<file path="src/rtl/jtopl_dac_pkg.sv">
// Shared constants for the serial floating-point DAC transmitter.
// Frame: 16 bit slots, LSB first. Slots 0-2 are zero padding, slots 3-12
// carry the 10-bit offset-binary mantissa, slots 13-15 carry the 3-bit exponent.
package jtopl_dac_pkg;
    localparam int unsigned MANTW       = 10;
    localparam int unsigned EXPW        = 3;
    localparam int unsigned FRAME_SLOTS = 16;
    localparam int unsigned SLOTW       = $clog2(FRAME_SLOTS);
    localparam int unsigned MANT_LO     = 3;
    localparam int unsigned EXP_LO      = 13;
    localparam int unsigned SH_START    = 13;
endpackage

</file>
<file path="src/rtl/jtopl_dac_float.sv">
// Combinational encoder from a signed linear sample to the YM3014-style
// floating-point word.
//   snd_i  : signed input sample, INW bits (INW >= 10)
//   exp_o  : exponent 1..7
//   mant_o : 10-bit mantissa, offset binary (MSB inverted)
module jtopl_dac_float
    import jtopl_dac_pkg::*;
#(
    parameter int INW = 16
) (
    input  logic [INW-1:0]   snd_i,
    output logic [EXPW-1:0]  exp_o,
    output logic [MANTW-1:0] mant_o
);

    logic signed [15:0] s16;
    logic signed [15:0] t;

    // Bring the sample to exactly 16 bits: saturate wider inputs, sign-extend narrower ones.
    generate
        if (INW > 16) begin : g_sat
            logic ovf;
            assign ovf = (snd_i[INW-1:15] != {(INW-15){snd_i[INW-1]}});
            assign s16 = ovf ? {snd_i[INW-1], {15{~snd_i[INW-1]}}} : snd_i[15:0];
        end else if (INW == 16) begin : g_pass
            assign s16 = snd_i;
        end else begin : g_ext
            assign s16 = {{(16-INW){snd_i[INW-1]}}, snd_i};
        end
    endgenerate

    // Walk shifts from largest to smallest; the last one that still fits in
    // signed 10 bits is the smallest exponent. A shift of 6 always fits.
    always_comb begin
        exp_o  = EXPW'(7);
        mant_o = '0;
        t      = '0;
        for (int k = 6; k >= 0; k--) begin
            t = s16 >>> k;
            if (t[15:9] == {7{t[9]}}) begin
                exp_o  = EXPW'(k + 1);
                mant_o = {~t[9], t[8:0]};
            end
        end
    end

endmodule

</file>
<file path="src/rtl/jtopl_dac_serial.sv">
// Serial transmitter for a YM3014-style floating-point DAC.
// Free-running framer: 16 slots of 2 cen each; every frame re-sends the
// latest captured sample.
//   clk, rst     : clock, synchronous active-high reset
//   cen          : clock enable, one cen = half a bit period
//   snd, snd_en  : signed sample and its capture strobe (qualified by cen)
//   dac_clk      : bit clock (equals the half-bit phase)
//   dac_so       : serial data, LSB first, changes on dac_clk falling
//   dac_sh       : latch strobe, high during slots 13-15, falls at frame boundary
//   ovr          : one-clk pulse when an unframed held sample is overwritten
module jtopl_dac_serial #(
    parameter int INW   = 16,
    parameter int MANTW = 10
) (
    input  logic           clk,
    input  logic           rst,
    input  logic           cen,
    input  logic [INW-1:0] snd,
    input  logic           snd_en,
    output logic           dac_clk,
    output logic           dac_so,
    output logic           dac_sh,
    output logic           ovr
);
    import jtopl_dac_pkg::*;

    logic [SLOTW-1:0]       slot_q, slot_d;
    logic                   phase_q, phase_d;
    logic [INW-1:0]         hold_q, hold_d;
    logic                   hold_new_q, hold_new_d;
    logic [FRAME_SLOTS-1:0] sr_q, sr_d;
    logic                   so_q, so_d;
    logic                   sh_q, sh_d;
    logic                   ovr_q, ovr_d;

    logic                   boundary;
    logic [INW-1:0]         conv_in;
    logic [EXPW-1:0]        expo;
    logic [MANTW-1:0]       mant;
    logic [FRAME_SLOTS-1:0] word;

    assign boundary = cen && phase_q && (slot_q == SLOTW'(FRAME_SLOTS - 1));
    // A strobe in the boundary cycle bypasses hold so the newest sample wins.
    assign conv_in  = snd_en ? snd : hold_q;

    jtopl_dac_float #(
        .INW(INW)
    ) u_float (
        .snd_i (conv_in),
        .exp_o (expo),
        .mant_o(mant)
    );

    always_comb begin
        word                      = '0;
        word[MANT_LO +: MANTW]    = mant;
        word[EXP_LO +: EXPW]      = expo;
    end

    always_comb begin
        slot_d     = slot_q;
        phase_d    = phase_q;
        hold_d     = hold_q;
        hold_new_d = hold_new_q;
        sr_d       = sr_q;
        so_d       = so_q;
        sh_d       = sh_q;
        ovr_d      = 1'b0;
        if (cen) begin
            phase_d = ~phase_q;
            if (phase_q) begin
                // dac_clk falling: next slot, next bit
                slot_d = slot_q + 1'b1;
                if (boundary) begin
                    so_d       = word[0];
                    sr_d       = word >> 1;
                    sh_d       = 1'b0;
                    hold_new_d = 1'b0;
                    if (snd_en) hold_d = snd;
                end else begin
                    so_d = sr_q[0];
                    sr_d = sr_q >> 1;
                    if (slot_q == SLOTW'(SH_START - 1)) sh_d = 1'b1;
                end
            end
            if (snd_en && !boundary) begin
                hold_d     = snd;
                hold_new_d = 1'b1;
                ovr_d      = hold_new_q;
            end
        end
    end

    always_ff @(posedge clk) begin
        if (rst) begin
            slot_q     <= '0;
            phase_q    <= 1'b0;
            hold_q     <= '0;
            hold_new_q <= 1'b0;
            sr_q       <= '0;
            so_q       <= 1'b0;
            sh_q       <= 1'b0;
            ovr_q      <= 1'b0;
        end else begin
            slot_q     <= slot_d;
            phase_q    <= phase_d;
            hold_q     <= hold_d;
            hold_new_q <= hold_new_d;
            sr_q       <= sr_d;
            so_q       <= so_d;
            sh_q       <= sh_d;
            ovr_q      <= ovr_d;
        end
    end

    assign dac_clk = phase_q;
    assign dac_so  = so_q;
    assign dac_sh  = sh_q;
    assign ovr     = ovr_q;

endmodule

</file>
<file path="config.mk">
export PLATFORM = sky130hd
export DESIGN_NAME = jtopl_dac_serial
export DESIGN_NICKNAME = d
export VERILOG_FILES = /design/src/rtl/jtopl_dac_pkg.sv /design/src/rtl/jtopl_dac_float.sv /design/src/rtl/jtopl_dac_serial.sv
export SDC_FILE = /design/constraint.sdc
export NUM_CORES = 1
export LEC_CHECK = 0
export ABC_AREA = 1
export BUFFER_PORTS_ARGS = -buffer_cell sky130_fd_sc_hd__buf_2
export CORE_UTILIZATION = 54
export DETAILED_ROUTE_END_ITERATION = 10
export PLACE_DENSITY = 0.76
export REMOVE_ABC_BUFFERS = 1
export SYNTH_ARGS = -nofsm -noshare
export SYNTH_HDL_FRONTEND = slang
export SYNTH_HIERARCHICAL = 1
export SYNTH_SLANG_ARGS = --single-unit
</file>
<file path="constraint.sdc">
create_clock -name clk -period 2.1 [get_ports clk]
set_input_delay 0.105 -clock clk [delete_from_list [all_inputs] [get_ports clk]]
set_output_delay 0.105 -clock clk [all_outputs]
set_load 0.02 [all_outputs]
</file>
## After elaboration in Yosys (flattened, before gate mapping)

Index checks and enable logic that the tools add are counted.

| storage, ports and cells | value |
|---|---|
| flip-flop bits (word level) | 41 |
| bits of input ports | 20 |
| output and inout port bits | 4 |
| word-level logic and storage cells | 61 |

| cells by class | value |
|---|---|
| add/subtract/negate cells | 1 |
| eq/ne operators | 8 |
| multiplexer cells | 23 |
| bitwise logic cells | 10 |
| reductions and logical operators | 11 |

Operators with widths:

| kind | number |
|---|---|
| two-way mux 16 bit | 4 |
| two-way mux 10 bit | 6 |
| == test 6 bit | 6 |
| two-way mux 15 bit | 1 |
| two-way mux 3 bit | 5 |
| inverter 1 bit | 10 |
| == test 4 bit, second input constant | 2 |
| two-way mux 1 bit | 7 |
| AND reduction 3 bit | 2 |
| nonzero test 2 bit | 3 |
| adder 4 x 1 -> 4 bit, second input constant | 1 |
| logical AND 1 bit | 3 |
| OR reduction 3 bit | 1 |
| AND reduction 2 bit | 1 |
| logical NOT 1 bit | 1 |

## Longest topological paths before layout

Gate-level depths: netlist of the first run.

| depth | value |
|---|---|
| word-level depth | 9 |
| depth in mapped cells | 18 |
| depth with buffers taken out | 16 |

## Hierarchy

Netlist of the first run, hierarchy kept.

Modules (own cells, without submodules):

| module | instances | cells an instance | area each (um^2) | sequential area each (um^2) |
|---|---|---|---|---|
| jtopl_dac_serial | 1 | 279 | 1,870.5 | 800.8 |
| jtopl_dac_float | 1 | 192 | 900.9 | 0.0 |

## Least setup slack after synthesis of the first run

OpenSTA, ideal clock, no wires.

| timing | value |
|---|---|
| path kind | input to register |
| start | input snd_en |
| end | register sr_q[8] |
| setup time | 0.069 ns |
| arrival time | 2.117 ns |
| data required time | 2.031 ns |
| slack | -0.086 ns |
| stages on the path | 16 |
| path buffers | 4 |
| cells stage by stage | buf_2 clkbuf_1 o21ai_0 inv_1 inv_1 ha_1 buf_2 buf_2 o21a_1 nand2_1 nand3_1 nand2_1 nand2_1 a21oi_1 o21ai_1 o21ai_1 |

| between the ends | value |
|---|---|
| longest elaborated chain between the ends | 9 |
| elaborated cells between the ends (all ways) | 14 |
| those cells by class | eq/ne: 6; mux: 8 |

Ends and longest elaborated chain:

| what | line | source |
|---|---|---|
| from (decl) | jtopl_dac_serial.sv:19 | `input logic snd_en,` |
| two-way mux 16 bit (*) | n/a |  |
| via conv_in[14] | jtopl_dac_serial.sv:37 | `logic [INW-1:0] conv_in;` |
| == test 6 bit | jtopl_dac_float.sv:40 | `if (t[15:9] == {7{t[9]}}) begin` |
| two-way mux 10 bit (5 in series) | jtopl_dac_float.sv:40 |  |
| two-way mux 10 bit (*) | jtopl_dac_float.sv:40 |  |
| via mant[6] | jtopl_dac_serial.sv:39 | `logic [MANTW-1:0] mant;` |
| two-way mux 15 bit (*) | jtopl_dac_serial.sv:74 | `if (boundary) begin` |
| to (signal assigned) | jtopl_dac_serial.sv:109 | `sr_q <= sr_d;` |
| to (decl) | jtopl_dac_serial.sv:31 | `logic [FRAME_SLOTS-1:0] sr_q, sr_d;` |

Mark *: on every way through the listed nets, which the timed path passes. The rest lies on a longest branch.
A chain may end at the register's enable or synchronous reset.

## Worst setup path in the final report of the first run

| timing | value |
|---|---|
| start | register hold_q[14] |
| end | register sr_q[6] |

| between the ends | value |
|---|---|
| longest elaborated chain between the ends | 9 |
| elaborated cells between the ends (all ways) | 14 |
| those cells by class | eq/ne: 6; mux: 8 |

Ends and longest elaborated chain:

| what | line | source |
|---|---|---|
| from (decl) | jtopl_dac_serial.sv:29 | `logic [INW-1:0] hold_q, hold_d;` |
| from (signal assigned) | jtopl_dac_serial.sv:107 | `hold_q <= hold_d;` |
| two-way mux 16 bit (*) | n/a |  |
| via conv_in[14] | jtopl_dac_serial.sv:37 |  |
| == test 6 bit | jtopl_dac_float.sv:40 |  |
| two-way mux 10 bit (5 in series) | jtopl_dac_float.sv:40 |  |
| two-way mux 10 bit (*) | jtopl_dac_float.sv:40 |  |
| via mant[4] | jtopl_dac_serial.sv:39 |  |
| two-way mux 15 bit (*) | jtopl_dac_serial.sv:74 |  |

Marks and branches as above.

==> results of run 1 <==
## layer usage
layer,GRT usage (%),up-vias,share of wire [%]
li1,-,1486,-
met1,31.7,1152,51
met2,38.3,59,43
met3,4.66,8,5.1
met4,8.55,0,1.7
met5,0,-,0
## cell type report
type | count | share of cell area [%]
multi-input combinational | 342 | 51.5
sequential | 40 | 25.9
inverter | 71 | 8.70
timing repair buffer | 35 | 7.04
tap | 67 | 2.71
clock buffer | 5 | 2.22
clock inverter | 2 | 1.94
## metrics by stage
stage,std cells,instance area [um^2],util (%),hold WS [ns]
after floorplan,453,2640,-,0.177
after global placement,555,2940,61.1,0.361
after detailed placement,555,2940,61.1,0.379
after CTS,562,3070,63.8,0.0547
after global routing,562,3090,64.2,0.0564
final,562,3090,64.2,0.0590
## power by group through the flow
stage	clock [mW]	combinational [mW]	sequential, mW
after global placement	0	0.515	0.814
after floorplan	0	0.381	0.814
after global routing	0.790	0.625	0.800
after detailed placement	0	0.521	0.815
after CTS	0.771	0.527	0.797
final	0.748	0.545	0.797
## state kept, by name, summed over array words and instances (netlist names)
register    cells
dac_clk         1
dac_sh          1
dac_so          1
hold_new_q      1
hold_q         16
ovr             1
slot_q          4
sr_q           15
## timing repair
item | CTS | global route
setup buffers | 0 | 0
hold buffers | 0 | 0
endpoints found under the setup margin | 1 | 9
gates resized for setup | 1 | 9
## placed cells by master (no fill, tap or decap), drive strengths merged
| master | count |
|---|---|
| a21oi | 17 |
| and2 | 1 |
| buf | 35 |
| bufinv | 2 |
| clkbuf | 5 |
| dfxtp | 40 |
| ha | 4 |
| inv | 71 |
| nand2 | 165 |
| nand3 | 18 |
| nand4 | 1 |
| nor2 | 74 |
| o211ai | 1 |
| o21a | 8 |
| o21ai | 50 |
| o21bai | 1 |
| o22ai | 1 |
| xor2 | 1 |
## path summary, 6_finish.rpt
check                           depth (start not counted)  slack (ns)   endpoint
worst max-delay path                                   13        0.21    sr_q[6]
worst min-delay path                                    2        0.06  slot_q[2]
worst max register to register                         13        0.21    sr_q[6]
worst min register to register                          2        0.43        ovr
## logic make-up (layout without fill, tap and decap cells)
family          after synthesis  in the layout  synth area share (%)
fa+ha+maj                     4              4                  1.81
buf+inv                      89            113                  14.4
flops                        40             40                  28.9
compound gates               78             78                  15.6
simple gates                259            259                  39.1
xor+xnor                      1              1                 0.316
## critical path, delay by kind of cell, from the launching register on
family / cells / cell delay (ns)
compound gates: 4 / 0.51
buf+inv: 4 / 0.41
flops: 1 / 0.31
simple gates: 5 / 0.60
==> results.py, run 1 <==
metrics = {
    "timing": {
        "setup_violations": 0,
        "hold_viol_final": 0,
        "clock_skew_ns": 0.00558,
        "tightest_slew_ns": 0.402,
        "fin_crit_ns": 1.89,
        "finalCritPeriodShare_pct": 90.2,
        "slew_headroom_pct": 73.1,
        "fin_ws_ns": 0.207,
        "drv_slew": 0,
        "rsz0062_at_grt": "false",
        "finalSetupTns_ns": 0,
        "fmax_ghz": 0.528,
    },
    "yosys": {
        "ys_ff_latch": 40,
        "synth_flop_cell": "dfxtp_1",
        "synth.most_common_cell": "nand2_1",
        "yosys.area.top_type": "dfxtp_1",
        "synth_common_cells": "nand2_1, nor2_1, inv_1, dfxtp_1, o21ai_1",
        "synth_edf_count": 0,
        "synth_cell_type_count": 30,
        "avgSynthCellArea_um2": 5.88,
        "ys_warn_count": 6,
        "synth_top_area_share_pct": 28.9,
        "async_reset_ff_share_pct": 0,
        "syn-cell-area_um2": 2770,
        "ys_seq_area_share_pct": 28.9,
        "synth_cells": 471,
        "synth_area_leaders": "dfxtp_1, nand2_1, nor2_1, inv_1, o21ai_1",
    },
    "power_and_ir_drop": {
        "p_int_mw": 1.45,
        "power_density_nw_per_um2": 676,
        "p_comb_share_pct": 26.1,
        "p_total_mw": 2.09,
        "swShare_pct": 30.5,
        "ir_drop_mv": 0.379,
        "p_sw_uw": 637,
        "clkPwrFrac_pct": 35.8,
        "p_leak_nw": 1.59,
        "pwr-share-seq_pct": 38.1,
    },
    "cells_and_area": {
        "regArea_um2": 801,
        "multi_input_area_um2": 1590,
        "drive_gt1_share_pct": 13.3,
        "nNetsFinal": 519,
        "antenna_cells": 0,
        "syn_to_final_growth_pct": 11.6,
        "fill_cells": 486,
    },
    "setup_path": {
        "r2r_start": "hold_q[14]",
        "crit_type": "reg -> reg",
        "crit_top_cell": "o21ai_1",
        "critPathLaunch": "hold_q[14]",
        "cpPeakStageDelay_ns": 0.31,
        "critical_path.slowest_cell": "dfxtp_1",
        "cp_max_fo": 19,
        "start_kind": "register",
        "critPathCaptureType": "register",
        "crit_chain": "o21ai_1, inv_1, buf_4, nor2_2, buf_4, nand3_2, nand2_1, nand2_4, nand2_1, inv_1, a21oi_1, o21ai_1, o21ai_1",
        "arrival_ns": 2.13,
        "required_ns": 2.34,
    },
    "global_routing": {
        "grt_pass1_wl_mm": 10.1,
        "grt_max_degree": 33,
        "grt_usage_pct": 23.9,
        "grt_pass1_vias": 2326,
        "overflow": 0,
        "antenna_found_initial": 0,
    },
    "routing": {
        "first_pass_iters": 4,
        "via_per_inst": 4.81,
        "ant_nets": 0,
        "wl_per_cell_um": 10.4,
        "drtIter0Drc": 190,
        "totalWireLength_mm": 5.86,
        "vias": 2705,
        "drc_errors": 0,
    },
    "floorplanning": {
        "die_area_um2": 5420,
        "fp.dieH_um": 73.6,
        "num_rows": 25,
        "ios": 24,
        "fp.dieW_um": 73.6,
        "core_area_um2": 4820,
        "initial_core_util_pct": 57.5,
    },
    "hold_path": {
        "hp-class": "in -> reg",
        "min_from": "rst",
    },
    "job": {
        "cap_violations": 0,
    },
    "placement": {
        "port_buffers": 23,
        "gp_congestion": 0.948,
        "dp_slack_ns": 0.0161,
        "dp.final_hpwl_mm": 4.27,
    },
    "run_status": {
        "status": "finished, final reports clean",
    },
    "cts": {
        "clk_pin_slew_ns": 0.08,
        "cts_tree": "done",
        "cts_sinks": 40,
        "worstSkewPairLatency_ns": 0.30,
        "clk_path_buf_depth": 2,
        "cts_root_buffer": "clkbuf_8",
        "cts_made_buffers": 5,
        "htree_levels": 2,
    },
}
(Power assumes the default switching activity.)
==> run 2, diff against run 1 <==
--- a/config.mk
+++ b/config.mk
@@ -10,7 +10,6 @@
 export CORE_UTILIZATION = 54
 export DETAILED_ROUTE_END_ITERATION = 10
 export PLACE_DENSITY = 0.76
-export REMOVE_ABC_BUFFERS = 1
 export SYNTH_ARGS = -nofsm -noshare
 export SYNTH_HDL_FRONTEND = slang
 export SYNTH_HIERARCHICAL = 1
==> run 2 against run 1 <==
  * Routed wire length rose by 8.3%
  * Cell area rose by 3.1%
  * Hold slack improved by 0.0034 ns
  * Clock power fell by 8.6%
  * Register-to-register slack got worse by 0.13 ns
  * Largest cell class unchanged
  * Highest routed layer unchanged
==> results.py, run 2 (same netlist as run 1, synthesis figures left out) <==
metrics = {
    "run_status": {
        "status": "finished, final reports clean",
    },
    "routing": {
        "vias": 2853,
        "first_pass_iters": 5,
        "totalWireLength_mm": 6.34,
        "drc_errors": 0,
        "via_per_inst": 4.99,
        "wl_per_cell_um": 11.1,
        "drtIter0Drc": 244,
        "ant_nets": 0,
    },
    "floorplanning": {
        "fp.dieW_um": 73.6,
        "initial_core_util_pct": 57.5,
        "fp.dieH_um": 73.6,
        "num_rows": 25,
        "core_area_um2": 4820,
        "ios": 24,
        "die_area_um2": 5420,
    },
    "cells_and_area": {
        "layout_commonest_cell": "nand2_1",
        "fill_cells": 467,
        "drive_gt1_share_pct": 16.6,
        "antenna_cells": 0,
        "layout.cells.most_common_list": "nand2_1, nor2_1, inv_1",
        "syn_to_final_growth_pct": 15.0,
        "top_register": "hold_q",
        "final_cells": 572,
        "reg_top3": "hold_q (16), sr_q (15), slot_q (4)",
        "largest_register_ff_count": 16,
        "nNetsFinal": 528,
    },
    "hold_path": {
        "min_path_cells": 2,
        "hp-class": "in -> reg",
    },
    "global_routing": {
        "grt_pass1_vias": 2340,
        "grt_pass1_wl_mm": 10.2,
        "overflow": 0,
        "grt_max_degree": 33,
        "antenna_found_initial": 0,
        "grt_usage_pct": 24.0,
    },
    "cts": {
        "cts_sinks": 40,
        "htree_levels": 2,
        "cts_tree": "done",
        "cts_made_buffers": 5,
        "worstSkewPairLatency_ns": 0.30,
        "cts_root_buffer": "clkbuf_8",
        "cts_hold_buffers": 0,
        "clk_path_buf_depth": 2,
        "clk_pin_slew_ns": 0.09,
    },
    "setup_path": {
        "arrival_ns": 2.26,
        "cp_max_fo": 9,
        "start_kind": "register",
        "crit_top_cell": "nand2_1",
        "critical_path.slowest_cell": "dfxtp_1",
        "crit_chain": "o21ai_0, buf_4, inv_1, buf_4, nand2_2, inv_1, nand2_1, nand2_2, inv_4, nand3_1, nand2_1, nand2_1, a21oi_1, o21ai_1, o21ai_1",
        "required_ns": 2.34,
        "cpPeakStageDelay_ns": 0.31,
        "crit_buf_inv": 5,
        "path_delay_family": "compound AO/OA/AOI/OAI gates",
        "cp.depth": 15,
        "critPathCaptureType": "register",
        "reg2reg_depth": 15,
        "crit_type": "reg -> reg",
    },
    "timing": {
        "hold_viol_final": 0,
        "fin_crit_ns": 2.02,
        "setup_violations": 0,
        "finalCritPeriodShare_pct": 96.2,
        "drv_slew": 0,
        "tightest_slew_ns": 0.359,
        "clock_skew_ns": 0.0124,
        "whs_ns": 0.0624,
        "slew_headroom_pct": 76.1,
        "fmax_ghz": 0.495,
    },
    "power_and_ir_drop": {
        "ir_drop_mv": 0.674,
        "power_density_nw_per_um2": 653,
        "p_leak_nw": 1.63,
    },
    "yosys": {
        "syn_nets": 495,
    },
    "placement": {
        "dp.final_hpwl_mm": 4.37,
        "gp_congestion": 0.926,
        "dpl.cell_count": 560,
        "port_buffers": 23,
    },
    "job": {
        "cap_violations": 0,
    },
}
==> run 2: metrics by stage <==
step	total power [mW]	instance area (um^2)	setup WS (ns)	utilization (%)	setup TNS (ns)
after floorplan	1.24	2790	0.00457	-	0
after global placement	1.35	2990	0.0320	62.1	0
after detailed placement	1.36	2990	-0.0119	62.1	-0.0119
after CTS	2.04	3120	0.0483	64.7	0
after global routing	2.19	3190	-0.0838	66.2	-0.0947
final	2.08	3190	0.0806	66.2	0
==> run 2: area by class of cell <==
cell class / count / area (um^2) / area share (%)
well taps: 67 / 83.8 / 2.63
repair buffers: 42 / 283 / 8.87
clock buffers: 6 / 82.6 / 2.59
multi-input cells: 344 / 1630 / 51.1
flip-flops and latches: 40 / 801 / 25.1
clock inverters: 2 / 38.8 / 1.22
inverters: 71 / 269 / 8.44
==> run 2: what timing repair did <==
item	CTS	global route
cloned	0	2
gates resized for setup	2	16
buffers inserted	0	2
pin swaps	0	4
endpoints found under the setup margin	3	9
==> run 2: worst paths after layout <==
kind                                   to  slack, ns  startpoint
worst min-delay path            slot_q[2]       0.06         rst
worst max-delay path              sr_q[3]       0.08  hold_q[15]
worst min register to register        ovr       0.43  hold_new_q
worst max register to register    sr_q[3]       0.08  hold_q[15]
==> run 2: worst reg2reg max path: stages (launching register included) <==
cell	delay, ns
dfxtp_1	0.31
o21ai_0	0.15
buf_4	0.14
inv_1	0.05
buf_4	0.15
nand2_2	0.12
inv_1	0.05
nand2_1	0.07
nand2_2	0.14
inv_4	0.14
nand3_1	0.10
nand2_1	0.07
nand2_1	0.05
a21oi_1	0.16
o21ai_1	0.12
o21ai_1	0.15
==> run 2: per-layer routing <==
| metal | vias up | GRT usage [%] | share of wire (%) |
|---|---|---|---|
| li1 | 1511 | - | - |
| met2 | 103 | 37.4 | 44 |
| met5 | - | 0 | 0 |
| met3 | 13 | 5.21 | 5.9 |
| met4 | 0 | 5.56 | 1.6 |
| met1 | 1226 | 33.6 | 48 |
==> run 2: report_power, final <==
group	internal [mW]	switching, mW
clock network	0.389	0.295
logic	0.230	0.370
registers	0.784	0.0141
==> run 3, diff against run 2 <==
--- a/config.mk
+++ b/config.mk
@@ -10,6 +10,7 @@
 export CORE_UTILIZATION = 54
 export DETAILED_ROUTE_END_ITERATION = 10
 export PLACE_DENSITY = 0.76
+export RECOVER_POWER = 25
 export SYNTH_ARGS = -nofsm -noshare
 export SYNTH_HDL_FRONTEND = slang
 export SYNTH_HIERARCHICAL = 1
==> run 3 against run 2 <==
  * Maximum frequency is 0.14% lower
  * Clock-buffer cell count unchanged
  * Sequential share of layout area is 0.099 points higher
  * Highest routed layer unchanged
  * First-iteration DRC count stayed put
  * Sequential power is essentially flat
  * Via count fell by 0.32%
==> results.py, run 3 (same netlist as run 1, synthesis figures left out) <==
metrics = {
    "routing": {
        "drc_errors": 0,
        "via_per_inst": 4.97,
        "ant_nets": 0,
        "totalWireLength_mm": 6.35,
        "drtIter0Drc": 244,
        "vias": 2844,
        "wl_per_cell_um": 11.1,
        "first_pass_iters": 5,
    },
    "cts": {
        "cts_sinks": 40,
        "cts_hold_buffers": 0,
        "clk_path_buf_depth": 2,
        "cts_tree": "done",
        "clk_pin_slew_ns": 0.09,
        "worstSkewPairLatency_ns": 0.30,
        "cts_made_buffers": 5,
        "cts_root_buffer": "clkbuf_8",
        "htree_levels": 2,
    },
    "setup_path": {
        "r2r_start": "hold_q[15]",
        "r2r_end": "sr_q[3]",
        "crit_type": "reg -> reg",
        "reg2reg_depth": 15,
        "start_kind": "register",
        "crit_top_cell": "nand2_1",
        "arrival_ns": 2.26,
        "required_ns": 2.34,
        "critPathCaptureType": "register",
        "cpPeakStageDelay_ns": 0.31,
        "critical_path.slowest_cell": "dfxtp_1",
        "cp_max_fo": 9,
        "crit_chain": "o21ai_0, buf_4, inv_1, buf_4, nand2_2, inv_1, nand2_1, nand2_2, inv_4, nand3_1, nand2_1, nand2_1, a21oi_1, o21ai_1, o21ai_1",
        "r2r_slack_ns": 0.08,
    },
    "floorplanning": {
        "ios": 24,
        "fp.dieH_um": 73.6,
        "fp.dieW_um": 73.6,
        "core_area_um2": 4820,
        "initial_core_util_pct": 57.5,
        "die_area_um2": 5420,
        "num_rows": 25,
    },
    "placement": {
        "port_buffers": 23,
        "gp_congestion": 0.926,
        "dp.final_hpwl_mm": 4.37,
        "dpl.cell_count": 560,
        "post_dp_cell_area_um2": 2990,
    },
    "timing": {
        "clock_skew_ns": 0.0120,
        "fin_crit_ns": 2.02,
        "finalCritPeriodShare_pct": 96.3,
        "setup_violations": 0,
        "drv_slew": 0,
        "finalSetupTns_ns": 0,
        "tightest_slew_ns": 0.412,
        "hold_viol_final": 0,
        "slew_headroom_pct": 72.4,
        "fmax_ghz": 0.494,
    },
    "global_routing": {
        "met2_usage_pct": 37.4,
        "overflow": 0,
        "grt_pass1_wl_mm": 10.2,
        "grt_pass1_vias": 2340,
        "top_usage_layer": "met2",
        "antenna_found_initial": 0,
        "met1_usage_pct": 33.6,
        "use_met3_pct": 5.21,
        "grt_max_degree": 33,
        "grt_usage_pct": 24.0,
    },
    "yosys": {
        "syn_nets": 495,
    },
    "cells_and_area": {
        "fill_cells": 472,
        "layout_commonest_cell": "nand2_1",
        "reg_top3": "hold_q (16), sr_q (15), slot_q (4)",
        "largest_register_ff_count": 16,
        "multi_input_area_um2": 1620,
        "syn_to_final_growth_pct": 14.6,
        "design_area_um2": 3180,
        "antenna_cells": 0,
        "regArea_um2": 801,
        "drive_gt1_share_pct": 15.6,
        "layout.cells.most_common_list": "nand2_1, nor2_1, inv_1",
        "final_cells": 572,
        "nNetsFinal": 528,
        "top_register": "hold_q",
    },
    "power_and_ir_drop": {
        "power_density_nw_per_um2": 655,
        "p_leak_nw": 1.61,
        "ir_drop_mv": 0.674,
    },
    "hold_path": {
        "min_path_cells": 2,
        "min_from": "rst",
        "hp-class": "in -> reg",
        "min_to": "slot_q[2]",
    },
    "job": {
        "cap_violations": 0,
    },
    "run_status": {
        "status": "finished, final reports clean",
    },
}
[run 3: worst max path at each step]
stage | slack [ns] | startpoint | endpoint
after floorplan | 0.005 | snd_en | sr_q[8]
after global placement | 0.03 | snd_en | sr_q[9]
after detailed placement | -0.01 | snd_en | sr_q[9]
after CTS | 0.05 | hold_q[14] | sr_q[4]
after global routing | -0.08 | hold_q[15] | sr_q[3]
final | 0.08 | hold_q[15] | sr_q[3]
[run 3: power breakdown]
group | internal (mW) | switching [mW] | total, mW
clock network | 0.389 | 0.296 | 0.685
logic | 0.229 | 0.370 | 0.599
registers | 0.784 | 0.0136 | 0.797
total | 1.40 | 0.679 | 2.08
[run 3: what timing repair did]
| action | 4_1_cts | 5_1_grt |
|---|---|---|
| endpoints found under the hold margin | 0 | 0 |
| resized for setup | 2 | 16 |
| endpoints found under the setup margin | 3 | 9 |
| gates cloned | 0 | 2 |
| buffers inserted | 0 | 2 |
| pin swaps | 0 | 4 |
[run 3: cell type report]
cell class	instances	share of cell area, %
multi-input combinational	344	51.1
sequential	40	25.2
timing repair buffer	42	8.75
inverter	71	8.47
tap	67	2.64
clock buffer	6	2.60
clock inverter	2	1.22
[run 3: metal layers]
layer	wire length (um)	up-vias	part of all wire (%)
li1	-	1508	-
met1	3110	1228	49
met2	2800	95	44
met3	346	13	5.4
met4	103	0	1.6
met5	0	-	0
[run 3: per-stage QoR]
step                      hold slack, ns  util, %  worst slack, ns  total power [mW]
after global placement             0.371     62.1           0.0320              1.35
final                             0.0596     65.9           0.0777              2.08
after floorplan                    0.177        -          0.00457              1.24
after detailed placement           0.371     62.1          -0.0119              1.36
after CTS                         0.0502     64.7           0.0483              2.04
after global routing              0.0765     65.9          -0.0843              2.19
[run 3: critical path, delay by kind of cell, from the launching register on]
| family | cells | cell delay (ns) |
|---|---|---|
| simple gates | 6 | 0.55 |
| compound gates | 4 | 0.58 |
| flops | 1 | 0.31 |
| buf+inv | 5 | 0.53 |
